<file path="src/rtl/mem_access_master.sv">
// rtl/mem_access_master.sv - load/store initiator for the single-port data memory
//
// Accepts one load/store request at a time, turns the byte address into a word
// index, drives the memory strobes with one setup cycle and WAIT_CYCLES extra
// hold cycles, then returns the result over a valid/ready response channel.
//
// Ports:
//   clk, rst                    clock, synchronous active-high reset
//   req_valid/req_ready         request handshake
//   req_we, req_addr, req_wdata store flag, byte address, store data
//   resp_valid/resp_ready       response handshake
//   resp_rdata, resp_err        load data (0 for stores/errors), error flag
//   stall                       high while a transaction is in flight
//   mem_address, mem_write_data word index and store data to the memory
//   mem_read, mem_write         memory strobes (never both high)
//   mem_read_data               combinational read data from the memory
module mem_access_master #(
  parameter int DATA_W      = 32,
  parameter int MEM_WORDS   = 1024,
  parameter int WAIT_CYCLES = 1
) (
  input  logic              clk,
  input  logic              rst,
  input  logic              req_valid,
  output logic              req_ready,
  input  logic              req_we,
  input  logic [DATA_W-1:0] req_addr,
  input  logic [DATA_W-1:0] req_wdata,
  output logic              resp_valid,
  input  logic              resp_ready,
  output logic [DATA_W-1:0] resp_rdata,
  output logic              resp_err,
  output logic              stall,
  output logic [DATA_W-1:0] mem_address,
  output logic [DATA_W-1:0] mem_write_data,
  output logic              mem_read,
  output logic              mem_write,
  input  logic [DATA_W-1:0] mem_read_data
);

  typedef enum logic [1:0] {IDLE, SETUP, ACCESS, RESP} state_t;

  localparam logic [DATA_W-1:0] WORDS     = DATA_W'(MEM_WORDS);
  localparam logic [3:0]        WAIT_INIT = 4'(WAIT_CYCLES);

  state_t            state;
  state_t            state_nxt;
  logic [3:0]        cnt;
  logic              we_q;
  logic              err_q;
  logic [DATA_W-1:0] rdata_q;
  logic [DATA_W-1:0] addr_q;
  logic [DATA_W-1:0] wdata_q;
  logic [DATA_W-1:0] req_index;
  logic              req_bad;

  assign req_index = {2'b00, req_addr[DATA_W-1:2]};
  assign req_bad   = (req_addr[1:0] != 2'b00) || (req_index >= WORDS);

  // All handshake and strobe outputs decode from registered state only.
  assign req_ready      = (state == IDLE);
  assign stall          = (state != IDLE);
  assign resp_valid     = (state == RESP);
  assign resp_rdata     = rdata_q;
  assign resp_err       = err_q;
  assign mem_address    = addr_q;
  assign mem_write_data = wdata_q;
  assign mem_read       = (state == ACCESS) && !we_q;
  assign mem_write      = (state == ACCESS) && we_q;

  always_ff @(posedge clk) begin
    if (rst) begin
      state <= IDLE;
    end else begin
      state <= state_nxt;
    end
  end

  always_comb begin
    state_nxt = state;
    case (state)
      IDLE:   if (req_valid) state_nxt = req_bad ? RESP : SETUP;
      SETUP:  state_nxt = ACCESS;
      ACCESS: if (cnt == 4'd0) state_nxt = RESP;
      RESP:   if (resp_ready) state_nxt = IDLE;
    endcase
  end

  always_ff @(posedge clk) begin
    if (rst) begin
      cnt     <= 4'd0;
      we_q    <= 1'b0;
      err_q   <= 1'b0;
      rdata_q <= '0;
      addr_q  <= '0;
      wdata_q <= '0;
    end else begin
      case (state)
        IDLE: begin
          if (req_valid) begin
            we_q <= req_we;
            if (req_bad) begin
              // Rejected requests never touch the memory-facing registers.
              err_q   <= 1'b1;
              rdata_q <= '0;
            end else begin
              addr_q  <= req_index;
              wdata_q <= req_wdata;
            end
          end
        end
        SETUP: cnt <= WAIT_INIT;
        ACCESS: begin
          if (cnt == 4'd0) begin
            rdata_q <= we_q ? '0 : mem_read_data;
          end else begin
            cnt <= cnt - 4'd1;
          end
        end
        RESP: if (resp_ready) err_q <= 1'b0;
      endcase
    end
  end

endmodule

</file>
<file path="config.mk">
export PLATFORM = sky130hd
export DESIGN_NAME = mem_access_master
export DESIGN_NICKNAME = d
export VERILOG_FILES = /design/src/rtl/mem_access_master.sv
export SDC_FILE = /design/constraint.sdc
export NUM_CORES = 1
export LEC_CHECK = 0
export CORE_UTILIZATION = 37
export DETAILED_ROUTE_END_ITERATION = 16
export PLACE_DENSITY = 0.77
export SYNTH_ARGS = -nofsm -noshare
export SYNTH_HDL_FRONTEND = slang
export SYNTH_SLANG_ARGS = --single-unit
</file>
<file path="constraint.sdc">
create_clock -name clk -period 1.7 [get_ports clk]
set_input_delay 0.425 -clock clk [delete_from_list [all_inputs] [get_ports clk]]
set_output_delay 0.425 -clock clk [all_outputs]
set_load 0.01 [all_outputs]
</file>
## Yosys cells after proc, flatten, opt, wreduce, memory -nomap -nowiden

Cells that the tools add are included.

| storage, ports and cells | value |
|---|---|
| register bits after elaboration | 102 |
| logic and storage cells | 51 |
| input port bits | 101 |
| output and inout port bits | 102 |

| operators by class | value |
|---|---|
| add/subtract/negate cells | 1 |
| reduce and logical (&&, ||, !) cells | 17 |
| bitwise gates (word level) | 1 |
| equal/unequal tests | 8 |
| order comparisons | 1 |
| mux-type cells | 16 |

Operators with widths:

| cell | number |
|---|---|
| $mux 32 | 4 |
| $pmux 32 s2 | 1 |
| $ge 30x11->1 const B | 1 |
| $reduce_bool 2->1 | 5 |
| $mux 2 | 4 |
| $pmux 2 s4 | 1 |
| $pmux 4 s2 | 1 |
| $reduce_and 4->1 | 2 |
| $ne 2x1->1 const B | 3 |
| $reduce_and 3->1 | 2 |
| $eq 2x2->1 const B | 2 |
| $logic_not 4->1 | 1 |
| $mux 4 | 1 |
| $ne 2x2->1 const B | 2 |
| $reduce_and 2->1 | 2 |
| $sub 4x1->4 const B | 1 |
| $mux 1 | 3 |
| $eq 2x1->1 const B | 1 |
| $logic_and 1x1->1 | 2 |
| $logic_not 2->1 | 1 |
| $pmux 1 s2 | 1 |
| $logic_not 1->1 | 1 |
| $logic_or 1x1->1 | 1 |
| $not 1->1 | 1 |

## Logic depth before layout (Yosys ltp)

Gate-level depths: netlist of the first run.

| depth | value |
|---|---|
| depth after elaboration | 5 |
| mapped depth | 9 |

## Worst setup path before layout of the first run

No wires, ideal clock.

| timing path | value |
|---|---|
| path kind | flip-flop to flip-flop |
| start point | register state[0] |
| end point | register rdata_q[0], in the netlist resp_rdata[0] |
| path buffers | 3 |
| data arrival time | 1806 ps |
| data required time | 1582 ps |
| path slack | -224 ps |
| period minus slack after synthesis | 1924 ps |
| stages on the path, launching flop included | 10 |
| path through | dfxtp_1 -> inv_1 -> ha_1 -> clkbuf_2 -> nor4b_4 -> and4_1 -> a221o_1 -> buf_6 -> buf_12 -> mux2i_1 |

| between the ends | value |
|---|---|
| cells in the longest elaborated chain, start to end | 3 |
| elaborated cells between the ends (all ways) | 8 |
| classes of those cells | eq/ne: 4; mux: 1; reduce/logical: 3 |

Ends and longest elaborated chain:

| item | RTL line | RTL |
|---|---|---|
| start: declaration | 46 | `state_t state;` |
| start signal: assignment | 75 | `state <= state_nxt;` |
| $logic_not 2->1 * | - |  |
| via req_ready | 25 | `output logic req_ready,` |
| $ne 2x1->1 (no source line) (tied with other cells) | - |  |
| $reduce_and 4->1 (no source line) | - |  |
| end signal: assignment | 115 | `rdata_q <= we_q ? '0 : mem_read_data;` |
| end: declaration | 51 | `logic [DATA_W-1:0] rdata_q;` |

The timed path passes the listed nets; every way through them passes the cells marked *.
A chain may end at the register's enable or synchronous reset.

## Worst setup path in the final report of the first run

| timing path | value |
|---|---|
| start point | register cnt[0] |
| end point | register rdata_q[6], in the netlist resp_rdata[6] |

| between the ends | value |
|---|---|
| cells in the longest elaborated chain, start to end | 3 |

Ends and longest elaborated chain:

| item | RTL line | RTL |
|---|---|---|
| start: declaration | 48 | `logic [3:0] cnt;` |
| start signal: assignment | 117 | `cnt <= cnt - 4'd1;` |
| $logic_not 4->1 | 114 | `if (cnt == 4'd0) begin` |
| $ne 2x1->1 (no source line) | - |  |
| $reduce_and 4->1 (no source line) | - |  |

No other way between the ends.

==> results of run 1 <==
-- logic make-up (layout without fill, tap and decap cells) --
kind of cell             after synthesis  after routing  share of synthesized area (%)
multiplexers                          33             33                           7.86
buffers and inverters                 54            294                           7.44
adder cells (fa/ha/maj)                6              6                           1.79
XOR/XNOR                               2              2                          0.417
AND/OR/NAND/NOR                      153            153                           21.0
AO/OA/AOI/OAI                        100            100                           12.8
other                                  1              2                         0.0892
flip-flops                           102            102                           48.6
-- synthesized netlist by cell type (6+ instances only) --
library cell,number,share of area [%]
mux2i_1,33,7.9
ha_1,6,1.8
a21oi_1,46,5.5
nand4_1,43,6.4
and2_1,22,3.3
inv_1,7,0.63
nand2b_1,33,4.9
clkbuf_1,25,2.2
nand2_1,33,2.9
dfxtp_1,102,49
buf_2,6,0.71
o21ai_0,44,5.2
-- per-stage QoR --
step | utilization (%) | std cells | area [um2] | worst slack, ns | TNS [ns]
2_1_floorplan | - | 452 | 4250 | -0.100 | -4.84
3_3_place_gp | 58.6 | 780 | 6410 | -0.568 | -51.41
3_5_place_dp | 58.6 | 780 | 6410 | -0.662 | -57.84
4_1_cts | 65.0 | 812 | 7110 | -0.181 | -5.20
5_1_grt | 71.1 | 832 | 7770 | -0.258 | -12.23
6_report | 71.1 | 832 | 7770 | -0.188 | -7.02
-- flip-flops by register name, summed over array words and instances, names as in the netlist --
name	flops
cnt	4
mem_address	30
mem_write_data	32
resp_err	1
resp_rdata	32
state	2
we_q	1
-- where the power goes --
group          internal (mW)  switching, mW
registers               2.55          0.107
logic                   1.67           1.25
clock network           1.03          0.996
-- final timing paths --
kind,cells past startpoint,endpoint,slack (ns),start
max,7,resp_rdata[6],-0.19,cnt[0]
min,2,mem_address[3],0.47,mem_address[3]
max reg2reg,7,resp_rdata[6],-0.19,cnt[0]
min reg2reg,2,mem_address[3],0.47,mem_address[3]
-- area by class of cell --
class / count / share of cell area [%]
Timing Repair Buffer: 271 / 38.5
Multi-Input combinational cell: 296 / 28.8
Sequential cell: 102 / 26.4
Clock inverter: 7 / 0.870
Clock buffer: 9 / 2.90
Inverter: 7 / 0.403
Tap cell: 140 / 2.25
-- per-layer routing --
| metal | track usage, % | part of all wire (%) | wire (um) |
|---|---|---|---|
| met5 | 0 | 0 | 0 |
| met1 | 26.7 | 40 | 5870 |
| met2 | 37.9 | 51 | 7530 |
| met4 | 9.65 | 1.9 | 288 |
| met3 | 4.76 | 7.5 | 1110 |
-- cells in the final DEF (no fill, tap or decap), types with 9 or more instances in the layout --
cell,n
clkdlybuf4s50_1,144
dfxtp_1,99
nand4_1,43
buf_4,34
a21oi_1,33
nand2_1,33
nand2b_1,33
mux2i_1,33
dlymetal6s2s_1,33
and2_4,22
o21ai_2,20
o21ai_1,18
clkbuf_16,16
buf_6,16
dlygate4sd2_1,15
a21oi_2,13
buf_12,9
-- timing repair --
| item | CTS | global route |
|---|---|---|
| gates cloned | 7 | 10 |
| setup endpoints to repair | 102 | 117 |
| resized for setup | 84 | 163 |
| pin swaps | 26 | 78 |
| setup buffers | 9 | 10 |
-- critical path, cell delays in order, from the launching register on --
cell and delay, ns:
dfxtp_2 0.33, inv_2 0.07, ha_4 0.13, or3b_4 0.39
a221o_2 0.44, buf_12 0.17, buf_16 0.14, mux2i_1 0.11
==> run_results.csv, run 1 <==
group,metric,value,unit
outcome,status,"finished with violations",
outcome,violations,"negative setup slack",
sta,setup_viol,90,
global_routing,track_usage,22.2,%
synth,async_flop_share,0,%
layout,drive_gt1_share,26.4,%
clocking,ctsHtreeMaxLevel,3,
sta,skew,0.00649,ns
clocking,cts-root-buf,"clkbuf_16",
setup_path,crit_arrival,2.12,ns
sta,worst_slack,-0.188,ns
die,io_pins,203,
layout,seq_area,2050,um2
synth,syn_inst,451,
sta,slew_viol_final,0,
sta,holdWs,0.466,ns
clocking,cts_inserted_buffers,9,
layout,multi_input_area,2230,um2
global_routing,grt_first_pass_wirelength,20.5,mm
die,core,10900,um2
layout,nets,794,
clocking,cts_tree,"done",
layout,num_antenna_cells,0,
pwr,power,7.61,mW
synth,ys_types,37,
clocking,clk_pin_slew,0.07,ns
sta,finalHoldViolCount,0,
run,maxCapViolCount,0,
drt,ant_nets,0,
sta,post-route-min-period,1.89,ns
synth,ys_warn_count,0,
clocking,cts_buffer_depth,2,
drt,viasPerCell,5.25,
drt,drt_iter0_drc,262,
die,die_x,109,um
clocking,clk-insertion-delay-late,0.34,ns
setup_path,cp_max_fo,7,
global_routing,grt-ovfl-total,0,
pwr,ir_drop,545,uV
die,start_util,38.4,%
global_routing,antenna_found_initial,0,
synth,synth_seq_cells,102,
drt,post_drt_wl_per_cell,17.8,um
setup_path,cp-end-kind,"flop",
drt,drcViolationCount,0,
clocking,ctsHoldBuffers,0,
pwr,power_density,979,nW/um2
sta,fmax,0.530,GHz
placement,place_hpwl,8.87,mm
synth,synth_edf_count,0,
layout,nFillCells,774,
setup_path,criticalPathCategory,"reg2reg",
global_routing,grt_pass1_vias,4226,
setup_path,startpoint_type,"flop",
global_routing,grt_max_degree,43,
placement,place.gp.congestion,0.786,
drt,first_pass_iters,4,
die,std_cell_rows,38,
drt,num_vias,4369,
synth,yosysSeqAreaShare,48.6,%
sta,min_period_over_period,111,%
placement,port_buffers,200,
pwr,p_leak,3.46,nW
sta,rsz0062_at_grt,"true",
min_path,hp-class,"reg2reg",
drt,routed_wl,14.8,mm
die,die_area,11800,um2
die,die_height,109,um
synth,syn_area,4200,um2
clocking,clkSinkCount,102,
setup_path,required,1.93,ns
layout,syn_to_final_growth,84.8,%
synth,synth_ff_type,"dfxtp_1",
synth,syn_area_per_cell,9.32,um2
Power figures use the tool's default switching activity.
==> inputs of run 2 (changes only) <==
ABC_CLOCK_PERIOD_IN_PS = 1700   (was default)
MAX_ROUTING_LAYER = met4   (was default)
REMOVE_ABC_BUFFERS = 1   (was default)
==> run_results.csv, run 2 (synthesis results as in run 1) <==
group,metric,value,unit
outcome,status,"finished with violations",
outcome,violations,"negative setup slack",
drt,ant_nets,0,
die,start_util,38.4,%
layout,fin_util,68.5,%
setup_path,startpoint_type,"flop",
global_routing,grt_first_pass_wirelength,20.2,mm
drt,routed_wl,14.3,mm
placement,port_buffers,200,
setup_path,cp-end-kind,"flop",
drt,drcViolationCount,0,
sta,rsz0062_at_grt,"true",
sta,fmax,0.526,GHz
sta,setup_viol,86,
global_routing,grt_pass1_vias,4169,
sta,post-route-min-period,1.90,ns
sta,tns,-9.24,ns
placement,place_area,6450,um2
clocking,ctsHoldBuffers,0,
drt,drt_iter0_drc,276,
drt,viasPerCell,5.23,
setup_path,required,1.92,ns
setup_path,cp_max_fo,8,
placement,place_hpwl,8.59,mm
clocking,cts_tree,"done",
sta,min_period_over_period,112,%
die,die_area,11800,um2
clocking,clk-insertion-delay-late,0.34,ns
global_routing,track_usage,22.7,%
sta,worst_slack,-0.200,ns
pwr,p_leak,3.05,nW
layout,final_common_cell,"clkdlybuf4s50_1",
drt,post_drt_wl_per_cell,17.2,um
layout,drive_gt1_share,20.8,%
pwr,power_density,1020,nW/um2
clocking,clk_pin_slew,0.07,ns
sta,skew,0.00781,ns
sta,finalHoldViolCount,0,
run,maxCapViolCount,0,
die,core,10900,um2
setup_path,crit_arrival,2.12,ns
clocking,cts-root-buf,"clkbuf_16",
layout,nets,793,
die,std_cell_rows,38,
sta,holdWs,0.432,ns
clocking,cts_buffer_depth,2,
pwr,ir_drop,719,uV
sta,slew_viol_final,0,
layout,design_area,7490,um2
min_path,hp-class,"in2reg",
drt,first_pass_iters,6,
placement,place.gp.congestion,0.772,
setup_path,criticalPathCategory,"reg2reg",
die,die_x,109,um
clocking,ctsHtreeMaxLevel,3,
die,die_height,109,um
layout,num_antenna_cells,0,
global_routing,grt-ovfl-total,0,
drt,num_vias,4344,
pwr,power,7.64,mW
die,io_pins,203,
global_routing,antenna_found_initial,0,
clocking,clkSinkCount,102,
layout,syn_to_final_growth,78.2,%
clocking,cts_inserted_buffers,9,
layout,final_cell_mix,"clkdlybuf4s50_1, dfxtp_1, nand4_1",
global_routing,grt_max_degree,43,
==> run 2: through the flow <==
step | setup WS (ns) | instances
after floorplan | -1.86 | 405
after global placement | -0.649 | 783
after detailed placement | -0.706 | 783
after CTS | -0.164 | 821
after global routing | -0.262 | 831
final | -0.200 | 831
==> run 2: critical path, cell delays in order, from the launching register on <==
cell and delay, ns:
dfxtp_2 0.35, inv_4 0.05, ha_4 0.16, nor4b_4 0.13, and4_4 0.21, a221o_2 0.47
buf_12 0.16, buf_16 0.14, mux2i_1 0.11
==> run 2: path summary, 6_finish.rpt <==
kind	start	end	slack, ns	cells past startpoint
min	req_valid	we_q	0.43	3
max	state[0]	resp_rdata[24]	-0.20	8
max reg2reg	state[0]	resp_rdata[24]	-0.20	8
min reg2reg	mem_address[21]	mem_address[21]	0.46	1
==> run 2: what timing repair did <==
item,CTS,global route
setup endpoints to repair,102,114
setup buffers,15,11
gates cloned,9,5
resized for setup,89,61
pin swaps,84,29
==> run 2: power breakdown <==
| group | leakage [nW] | internal, mW | switching (mW) |
|---|---|---|---|
| combinational | 2.07 | 1.62 | 1.22 |
| sequential | 0.825 | 2.55 | 0.0989 |
| clock | 0.152 | 1.21 | 0.951 |
| total | 3.05 | 5.38 | 2.27 |
==> run 2: routing by layer <==
layer,vias to the layer above,global-route usage [%],part of all wire (%)
met4,0,8.88,2.1
met3,25,3.32,7.0
met2,229,38.7,49
met1,2044,26.8,41
met5,-,-,0
li1,2046,-,-
==> run 2: cell type report <==
class	count	area (um2)
Clock buffer	10	239
Timing Repair Buffer	270	2830
Fill cell	801	3440
Inverter	7	28.8
Clock inverter	6	75.1
Multi-Input combinational cell	296	2090
Tap cell	140	175
Sequential cell	102	2050
